<file path="src/rtl/rx_sample_ctrl.sv">
// UART receive sequencer: oversampled start/data/parity/stop sampling with even-parity and framing checks.
// Optional build macro RX_MAJORITY_VOTE_EN enables 3-sample majority voting around the bit centre.
module rx_sample_ctrl #(
    parameter int DATA_WIDTH = 8,
    parameter int OVERSAMPLE = 16
) (
    input  logic rx_clk,
    input  logic reset,
    input  logic baud_tick,
    input  logic rx_in,
    input  logic rx_en,
    output logic start_bit_detected,
    output logic shift,
    output logic bit_value,
    output logic parity_load,
    output logic check_stop,
    output logic frame_done,
    output logic parity_error,
    output logic frame_error,
    output logic busy
);

    localparam int OS_W = (OVERSAMPLE > 1) ? $clog2(OVERSAMPLE) : 1;
    localparam int BC_W = (DATA_WIDTH > 1) ? $clog2(DATA_WIDTH) : 1;

    localparam logic [OS_W-1:0] OS_ZERO  = {OS_W{1'b0}};
    localparam logic [OS_W-1:0] OS_ONE   = OS_W'(1);
    localparam logic [OS_W-1:0] OS_SP    = OS_W'(OVERSAMPLE / 2 - 1);
    localparam logic [OS_W-1:0] OS_LAST  = OS_W'(OVERSAMPLE - 1);
    localparam logic [BC_W-1:0] BC_ZERO  = {BC_W{1'b0}};
    localparam logic [BC_W-1:0] BC_ONE   = BC_W'(1);
    localparam logic [BC_W-1:0] BIT_LAST = BC_W'(DATA_WIDTH - 1);

`ifdef RX_MAJORITY_VOTE_EN
    localparam logic [OS_W-1:0] OS_DEC = OS_SP + OS_ONE;
`else
    localparam logic [OS_W-1:0] OS_DEC = OS_SP;
`endif

    typedef enum logic [2:0] {
        ST_IDLE   = 3'd0,
        ST_START  = 3'd1,
        ST_DATA   = 3'd2,
        ST_PARITY = 3'd3,
        ST_STOP   = 3'd4
    } state_t;

    state_t          state_q, state_d;
    logic [OS_W-1:0] os_cnt_q, os_cnt_d;
    logic [BC_W-1:0] bit_cnt_q, bit_cnt_d;
    logic            par_acc_q, par_acc_d;
    logic            parity_error_q, parity_error_d;

    logic            tick_s;
    logic            dec_s;
    logic            wrap_s;
    logic            sample_s;
    logic [OS_W-1:0] os_next_s;
    logic            start_s;
    logic            shift_s;
    logic            parity_load_s;
    logic            check_stop_s;
    logic            frame_err_s;

    // A tick only counts while enabled and out of reset, so reset and rx_en both silence every pulse.
    assign tick_s = baud_tick & rx_en & ~reset;
    assign dec_s  = tick_s & (os_cnt_q == OS_DEC);
    assign wrap_s = tick_s & (os_cnt_q == OS_LAST);

`ifdef RX_MAJORITY_VOTE_EN
    logic [1:0] vote_q;

    function automatic logic majority3(input logic a, input logic b, input logic c);
        return (a & b) | (a & c) | (b & c);
    endfunction

    // Capture the two samples that precede the decision tick.
    always_ff @(posedge rx_clk) begin
        if (reset) begin
            vote_q <= 2'b00;
        end else if (tick_s && (os_cnt_q == (OS_SP - OS_ONE))) begin
            vote_q <= {vote_q[1], rx_in};
        end else if (tick_s && (os_cnt_q == OS_SP)) begin
            vote_q <= {rx_in, vote_q[0]};
        end else begin
            vote_q <= vote_q;
        end
    end

    assign sample_s = majority3(vote_q[0], vote_q[1], rx_in);
`else
    assign sample_s = rx_in;
`endif

    // Free-running sub-bit counter step, wrapping at the end of each bit period.
    always_comb begin
        os_next_s = os_cnt_q;
        if (tick_s) begin
            if (os_cnt_q == OS_LAST) begin
                os_next_s = OS_ZERO;
            end else begin
                os_next_s = os_cnt_q + OS_ONE;
            end
        end else begin
            os_next_s = os_cnt_q;
        end
    end

    // Next-state, counter and pulse decode.
    always_comb begin
        state_d        = state_q;
        os_cnt_d       = os_cnt_q;
        bit_cnt_d      = bit_cnt_q;
        par_acc_d      = par_acc_q;
        parity_error_d = parity_error_q;
        start_s        = 1'b0;
        shift_s        = 1'b0;
        parity_load_s  = 1'b0;
        check_stop_s   = 1'b0;
        frame_err_s    = 1'b0;

        if (!rx_en && (state_q != ST_IDLE)) begin
            // Abort: drop the frame silently, keep the last parity verdict.
            state_d   = ST_IDLE;
            os_cnt_d  = OS_ZERO;
            bit_cnt_d = BC_ZERO;
        end else begin
            case (state_q)
                ST_IDLE: begin
                    os_cnt_d  = OS_ZERO;
                    bit_cnt_d = BC_ZERO;
                    if (rx_en && baud_tick && !rx_in) begin
                        state_d   = ST_START;
                        par_acc_d = 1'b0;
                    end else begin
                        state_d = ST_IDLE;
                    end
                end
                ST_START: begin
                    if (dec_s && sample_s) begin
                        state_d  = ST_IDLE;
                        os_cnt_d = OS_ZERO;
                    end else begin
                        start_s  = dec_s;
                        os_cnt_d = os_next_s;
                        if (wrap_s) begin
                            state_d   = ST_DATA;
                            bit_cnt_d = BC_ZERO;
                        end else begin
                            state_d = ST_START;
                        end
                    end
                end
                ST_DATA: begin
                    os_cnt_d = os_next_s;
                    if (dec_s) begin
                        shift_s   = 1'b1;
                        par_acc_d = par_acc_q ^ sample_s;
                    end else begin
                        shift_s = 1'b0;
                    end
                    if (wrap_s && (bit_cnt_q == BIT_LAST)) begin
                        state_d = ST_PARITY;
                    end else if (wrap_s) begin
                        bit_cnt_d = bit_cnt_q + BC_ONE;
                    end else begin
                        state_d = ST_DATA;
                    end
                end
                ST_PARITY: begin
                    os_cnt_d = os_next_s;
                    if (dec_s) begin
                        parity_load_s  = 1'b1;
                        parity_error_d = par_acc_q ^ sample_s;
                    end else begin
                        parity_load_s = 1'b0;
                    end
                    if (wrap_s) begin
                        state_d = ST_STOP;
                    end else begin
                        state_d = ST_PARITY;
                    end
                end
                ST_STOP: begin
                    // Return to idle at mid stop bit so the next start edge is caught early.
                    if (dec_s) begin
                        check_stop_s = 1'b1;
                        frame_err_s  = ~sample_s | parity_error_q;
                        state_d      = ST_IDLE;
                        os_cnt_d     = OS_ZERO;
                    end else begin
                        os_cnt_d = os_next_s;
                        state_d  = ST_STOP;
                    end
                end
                default: begin
                    state_d   = ST_IDLE;
                    os_cnt_d  = OS_ZERO;
                    bit_cnt_d = BC_ZERO;
                end
            endcase
        end
    end

    // State and counter registers with synchronous reset.
    always_ff @(posedge rx_clk) begin
        if (reset) begin
            state_q        <= ST_IDLE;
            os_cnt_q       <= OS_ZERO;
            bit_cnt_q      <= BC_ZERO;
            par_acc_q      <= 1'b0;
            parity_error_q <= 1'b0;
        end else begin
            state_q        <= state_d;
            os_cnt_q       <= os_cnt_d;
            bit_cnt_q      <= bit_cnt_d;
            par_acc_q      <= par_acc_d;
            parity_error_q <= parity_error_d;
        end
    end

    assign start_bit_detected = start_s;
    assign shift              = shift_s;
    assign parity_load        = parity_load_s;
    assign check_stop         = check_stop_s;
    assign frame_done         = check_stop_s;
    assign frame_error        = frame_err_s;
    assign bit_value          = sample_s & (shift_s | parity_load_s | check_stop_s);
    assign parity_error       = parity_error_q;
    assign busy               = (state_q != ST_IDLE);

endmodule

</file>
<file path="config.mk">
export PLATFORM = sky130hd
export DESIGN_NAME = rx_sample_ctrl
export DESIGN_NICKNAME = d
export VERILOG_FILES = /design/src/rtl/rx_sample_ctrl.sv
export SDC_FILE = /design/constraint.sdc
export NUM_CORES = 1
export LEC_CHECK = 0
export CAP_MARGIN = 25
export CELL_PAD_IN_SITES_DETAIL_PLACEMENT = 1
export CELL_PAD_IN_SITES_GLOBAL_PLACEMENT = 1
export CORE_MARGIN = 2
export CORE_UTILIZATION = 35
export DETAILED_ROUTE_END_ITERATION = 6
export HOLD_SLACK_MARGIN = 0.12
export PLACE_DENSITY_LB_ADDON = 0.12
export SETUP_SLACK_MARGIN = 0.02
export SLEW_MARGIN = 20
export SYNTH_ARGS = -nofsm -noshare
export SYNTH_HDL_FRONTEND = slang
export SYNTH_SLANG_ARGS = --single-unit
</file>
<file path="constraint.sdc">
create_clock -name rx_clk -period 2.02 [get_ports rx_clk]
set_input_delay 0.404 -clock rx_clk [delete_from_list [all_inputs] [get_ports rx_clk]]
set_output_delay 0.404 -clock rx_clk [all_outputs]
set_load 0.03 [all_outputs]
</file>
Word-level counts from Yosys, hierarchy flattened

Cells that the tools add are included.

Bits in registers: 12
Latch bits: 0
RAM bits: 0
ROM bits: 0
Input bits: 5
Output and inout port bits: 9
Memories: 0

$add $sub $neg: 2
Multipliers: 0
Divide/modulo/power cells: 0
Order comparisons: 0
Equality and inequality tests: 14
Shift-type cells: 0
Mux-type cells: 34
Bitwise gates (word level): 13
Reduce and logical (&&, ||, !) cells: 16

Operators by type and width:

| kind                | count |
|---|---|
| $mux 3              | 8 |
| $mux 1              | 16 |
| $mux 4              | 4 |
| $pmux 3 s5          | 1 |
| $ne 2x2->1 const B  | 6 |
| $pmux 4 s3          | 1 |
| $pmux 3 s3          | 1 |
| $eq 3x2->1 const B  | 2 |
| $eq 3x3->1 const B  | 2 |
| $reduce_or 2->1     | 3 |
| $and 1x1->1         | 5 |
| $logic_and 1x1->1   | 5 |
| $reduce_and 5->1    | 1 |
| $add 4x1->4 const B | 1 |
| $eq 4x3->1 const B  | 1 |
| $eq 4x4->1 const B  | 1 |
| $mux 2              | 2 |
| $not 1->1           | 4 |
| $reduce_and 4->1    | 1 |
| $add 3x1->3 const B | 1 |
| $eq 3x1->1 const B  | 1 |
| $logic_not 3->1     | 1 |
| $ne 3x3->1 const B  | 1 |
| $or 1x1->1          | 3 |
| other kinds (6)     | 7 |

Longest topological paths before layout

Word-level depth: 9
Depth in mapped cells: 7
Mapped depth without buffers: 6

Worst setup path before layout

OpenSTA, ideal clock, no wires.

Kind: in2out
Start point: input port reset
End point: output port start_bit_detected
Data arrival time: 2.064 ns
Path slack: -0.448 ns
Stages: 5
Buffers on the path: 2
Path through: buf_6 -> and4b_1 -> buf_6 -> nand2_1 -> nor4b_1

Cells in the longest elaborated chain, start to end: 7

RTL lines:

| element            | line | text |
|---|---|---|
| start: declaration | 8    | `input logic reset,` |
| $not 1->1 *        | 66   | `assign tick_s = baud_tick & rx_en & ~reset;` |
| $and 1x1->1 *      | 66   |  |
| $and 1x1->1 *      | 67   | `assign dec_s = tick_s & (os_cnt_q == OS_DEC);` |
| $logic_and 1x1->1  | 140  | `if (dec_s && sample_s) begin` |
| $mux 1 *           | 140  |  |
| $mux 1 *           | 128  | `case (state_q)` |
| $mux 1 *           | 122  | `if (!rx_en && (state_q != ST_IDLE)) begin` |
| end: declaration   | 12   | `output logic start_bit_detected,` |

Mark *: on every way between the ends. The rest lies on a longest branch, timed or not.

Worst setup path after layout

Start point: register os_cnt_q[1]
End point: output port start_bit_detected

Cells in the longest elaborated chain, start to end: 6

RTL lines:

| element                  | line | text |
|---|---|---|
| start: declaration       | 49   | `logic [OS_W-1:0] os_cnt_q, os_cnt_d;` |
| start signal: assignment | 215  | `os_cnt_q <= os_cnt_d;` |
| $eq 4x3->1 *             | 67   |  |
| $and 1x1->1 *            | 67   |  |
| $logic_and 1x1->1        | 140  |  |
| $mux 1 *                 | 140  |  |
| $mux 1 *                 | 128  |  |
| $mux 1 *                 | 122  |  |

Marked as above.

==> reports/results.ini <==
[power]
share_seq_of_total_power_pct = 52.5
clock_network_fraction_of_design_power_pct = 34.2
power_w = 0.000456
peakVddDrop_mv = 0.263
power.internal_w = 0.000333
power.share.combinational_pct = 13.3
power_density_nw_per_um2 = 389
switching_share_pct = 26.9
power_leakage_nw = 0.509
netSwitchingPower_w = 0.000122

[placed_design]
portBuffers = 13
post_dp_cell_area_sq_um = 1090
pre_cts_slack_ps = -229
placer_congestion_estimate = 0.792
post-dp-hpwl_um = 1960

[layout]
post-route-util_pct = 52.4
drive_above_1_share_pct = 33.3
antenna_cell_count = 0
flow.area_growth_from_synthesis_pct = 40.5
final_design_area_no_fill_sq_um = 1170
final_nets = 146

[yosys]
post_synth_most_frequent_cells = 15 x nand2_1, 12 x dfxtp_1, 11 x nor2_1, 9 x a21oi_1, 6 x nand3_1
avgSynthCellArea_sq_um = 7.94
synth-seq-cells = 12
ys.warnings.count = 0
synth.top_cells.by_area = dfxtp_1 29%, nand2_1 6.8%, ha_1 6.0%, a21oi_1 5.4%, nor2_1 5.0%
synthesis.area_sq_um = 833
number_of_instances_in_the_synthesized_netlist = 105
yosys_top_cell_area_share_pct = 28.8
mappedNetlistNets = 114
synth-async-reset-ratio_pct = 0
synth_seq_area_share_pct = 28.8
synth.largest_area_cell = dfxtp_1
synth_enable_flop_cells = 0
ys_dominant_reg_cell = dfxtp_1
yosysMostFrequentCell = nand2_1
synth.distinct_cells = 37

[global_routing]
antenna_found_initial = 0
overflow = 0
grt_start_max_net_pins = 12
grt_use_total_pct = 21.3
grt_pass1_wl_um = 4230
first_global_vias = 958

[floorplanning]
fp-row-count = 17
die_area_sq_um = 2790
die_x_um = 52.8
coreArea_sq_um = 2230
ports = 14
start_util_pct = 37.3
die_height_um = 52.8

[timing]
setup_viol_count_final = 0
rsz_0062_raised_after_global_routing = yes
clock.fmax_mhz = 514
slew_at_the_pin_closest_to_its_max_slew_limit_ps = 374
finalHoldViolations = 0
fin_worst_skew_ps = 2.96
holdWs_ps = 469
min_period_ps = 1950
slew_headroom_pct = 74.4
setup_ws_ps = 73.2
timing_max_transition_violations_final = 0
final_min_period_over_clock_period_pct = 96.4

[critical_path]
cp-startpoint = os_cnt_q[1]
critical_path_end_type = primary output
timing.critical_path.fanout_max = 5
r2r_cells = 6
cp_data_arrival_time_ps = 1540
worstPathRequired_ps = 1620
timing_worst_setup_path_type = flop to primary output
worst_setup_path_start_kind = flop
worstReg2RegStart = bit_cnt_q[0]

[clock_network]
cts.hold.buffers_added = 0
clk-insertion-delay-late_ps = 290
cts_tree = yes
cts_sinks = 12
clk_pin_slew_ps = 80
tritoncts.num_buffers = 3
cts.root.buffer_cell = clkbuf_4
clk_path_buf_depth = 2
clock_tree.htree_level_count = 1

[routing]
drt-pass1-iter-count = 4
via_per_inst = 5.52
route.antenna.remaining_nets = 0
via_count = 900
wl_per_cell_um = 16.1
wl_um = 2630
initial_detailed_routing_violation_count = 9
drc = 0

[run]
maxCapViolCount = 0

[min_path]
hp-start = bit_cnt_q[1]
holdPathStages = 2
min-delay-path-class = flop to flop

[outcome]
outcome = finished, final reports clean

state kept, by name (all words and copies together) (netlist names):
name,cells
state_q,3
bit_cnt_q,3
par_acc_q,1
parity_error,1
os_cnt_q,4
per-stage QoR:
stage / cells / setup TNS, ps
after floorplan: 105 / 0
after global placement: 158 / -1700
after detailed placement: 158 / -2100
after CTS: 162 / 0
after global routing: 163 / 0
final: 163 / 0
cell families (layout without fill, tap and decap cells):
kind of cell    after synthesis  after routing  synth area share, %
compound gates               29             29                 25.1
fa+ha+maj                     4              4                 6.01
xor+xnor                      2              2                 2.10
buf+inv                       8             38                 6.76
mux                           2              2                 2.40
simple gates                 48             48                 28.8
flops                        12             12                 28.8
final cells by class:
type,count,area [sq um]
clock buffer,3,22.5
fill,288,1060
inverter,3,11.3
multi-input combinational,85,591
sequential,12,244
tap,28,35.0
timing repair buffer,32,268
timing repair:
action	4_1_cts	5_1_grt
gates resized for setup	14	6
pin swaps	4	0
endpoints found under the setup margin	8	5
buffers inserted	1	1
per-layer routing:
| layer | routed length, um | up-vias | share of wire [%] | global-route usage, % |
|---|---|---|---|---|
| met1 | 1180 | 437 | 45 | 23.9 |
| met2 | 1330 | 14 | 51 | 38.3 |
| met5 | 0 | - | 0 | 0 |
| met3 | 69 | 4 | 2.6 | 2.86 |
| li1 | - | 445 | - | - |
| met4 | 44 | 0 | 1.7 | 11.1 |
worst max-delay path, stage by stage, from the launching register on:
cell and delay [ps]:
dfxtp_2 350, ha_1 170, nor2b_4 180, nand2_4 100
nor4b_4 290, buf_6 160
power groups by stage:
stage	sequential (W)	combinational [W]	clock, W
finish	0.000239	0.0000605	0.000156
global route	0.000240	0.0000657	0.000170
global placement	0.000245	0.0000606	0
detailed placement	0.000245	0.0000616	0
floorplan	0.000244	0.0000332	0
CTS	0.000239	0.0000595	0.000163
cells in the final DEF, fill, tap and decap left out, types with 2 or more instances in the layout:
master         Yosys  final
and2_1             2      2
ha_1               4      4
nand2_1           15     14
buf_6              3      4
dlygate4sd2_1      0      4
dfxtp_1           12      9
a21oi_1            9      9
dfxtp_2            0      3
nor3_1             2      2
nand3_1            6      5
o21ai_0            5      4
mux2i_1            2      2
nor2_1            11     11
nand4b_1           2      2
a31oi_1            2      2
inv_1              3      3
clkbuf_4           0      3
buf_4              1     22
nor2b_4            0      2
path summary, 6_finish.rpt:
kind	slack, ps	to
max	70	start_bit_detected
min	470	bit_cnt_q[1]
max reg2reg	210	bit_cnt_q[0]
min reg2reg	470	bit_cnt_q[1]
Note: power is estimated with default switching activity, not from simulation.
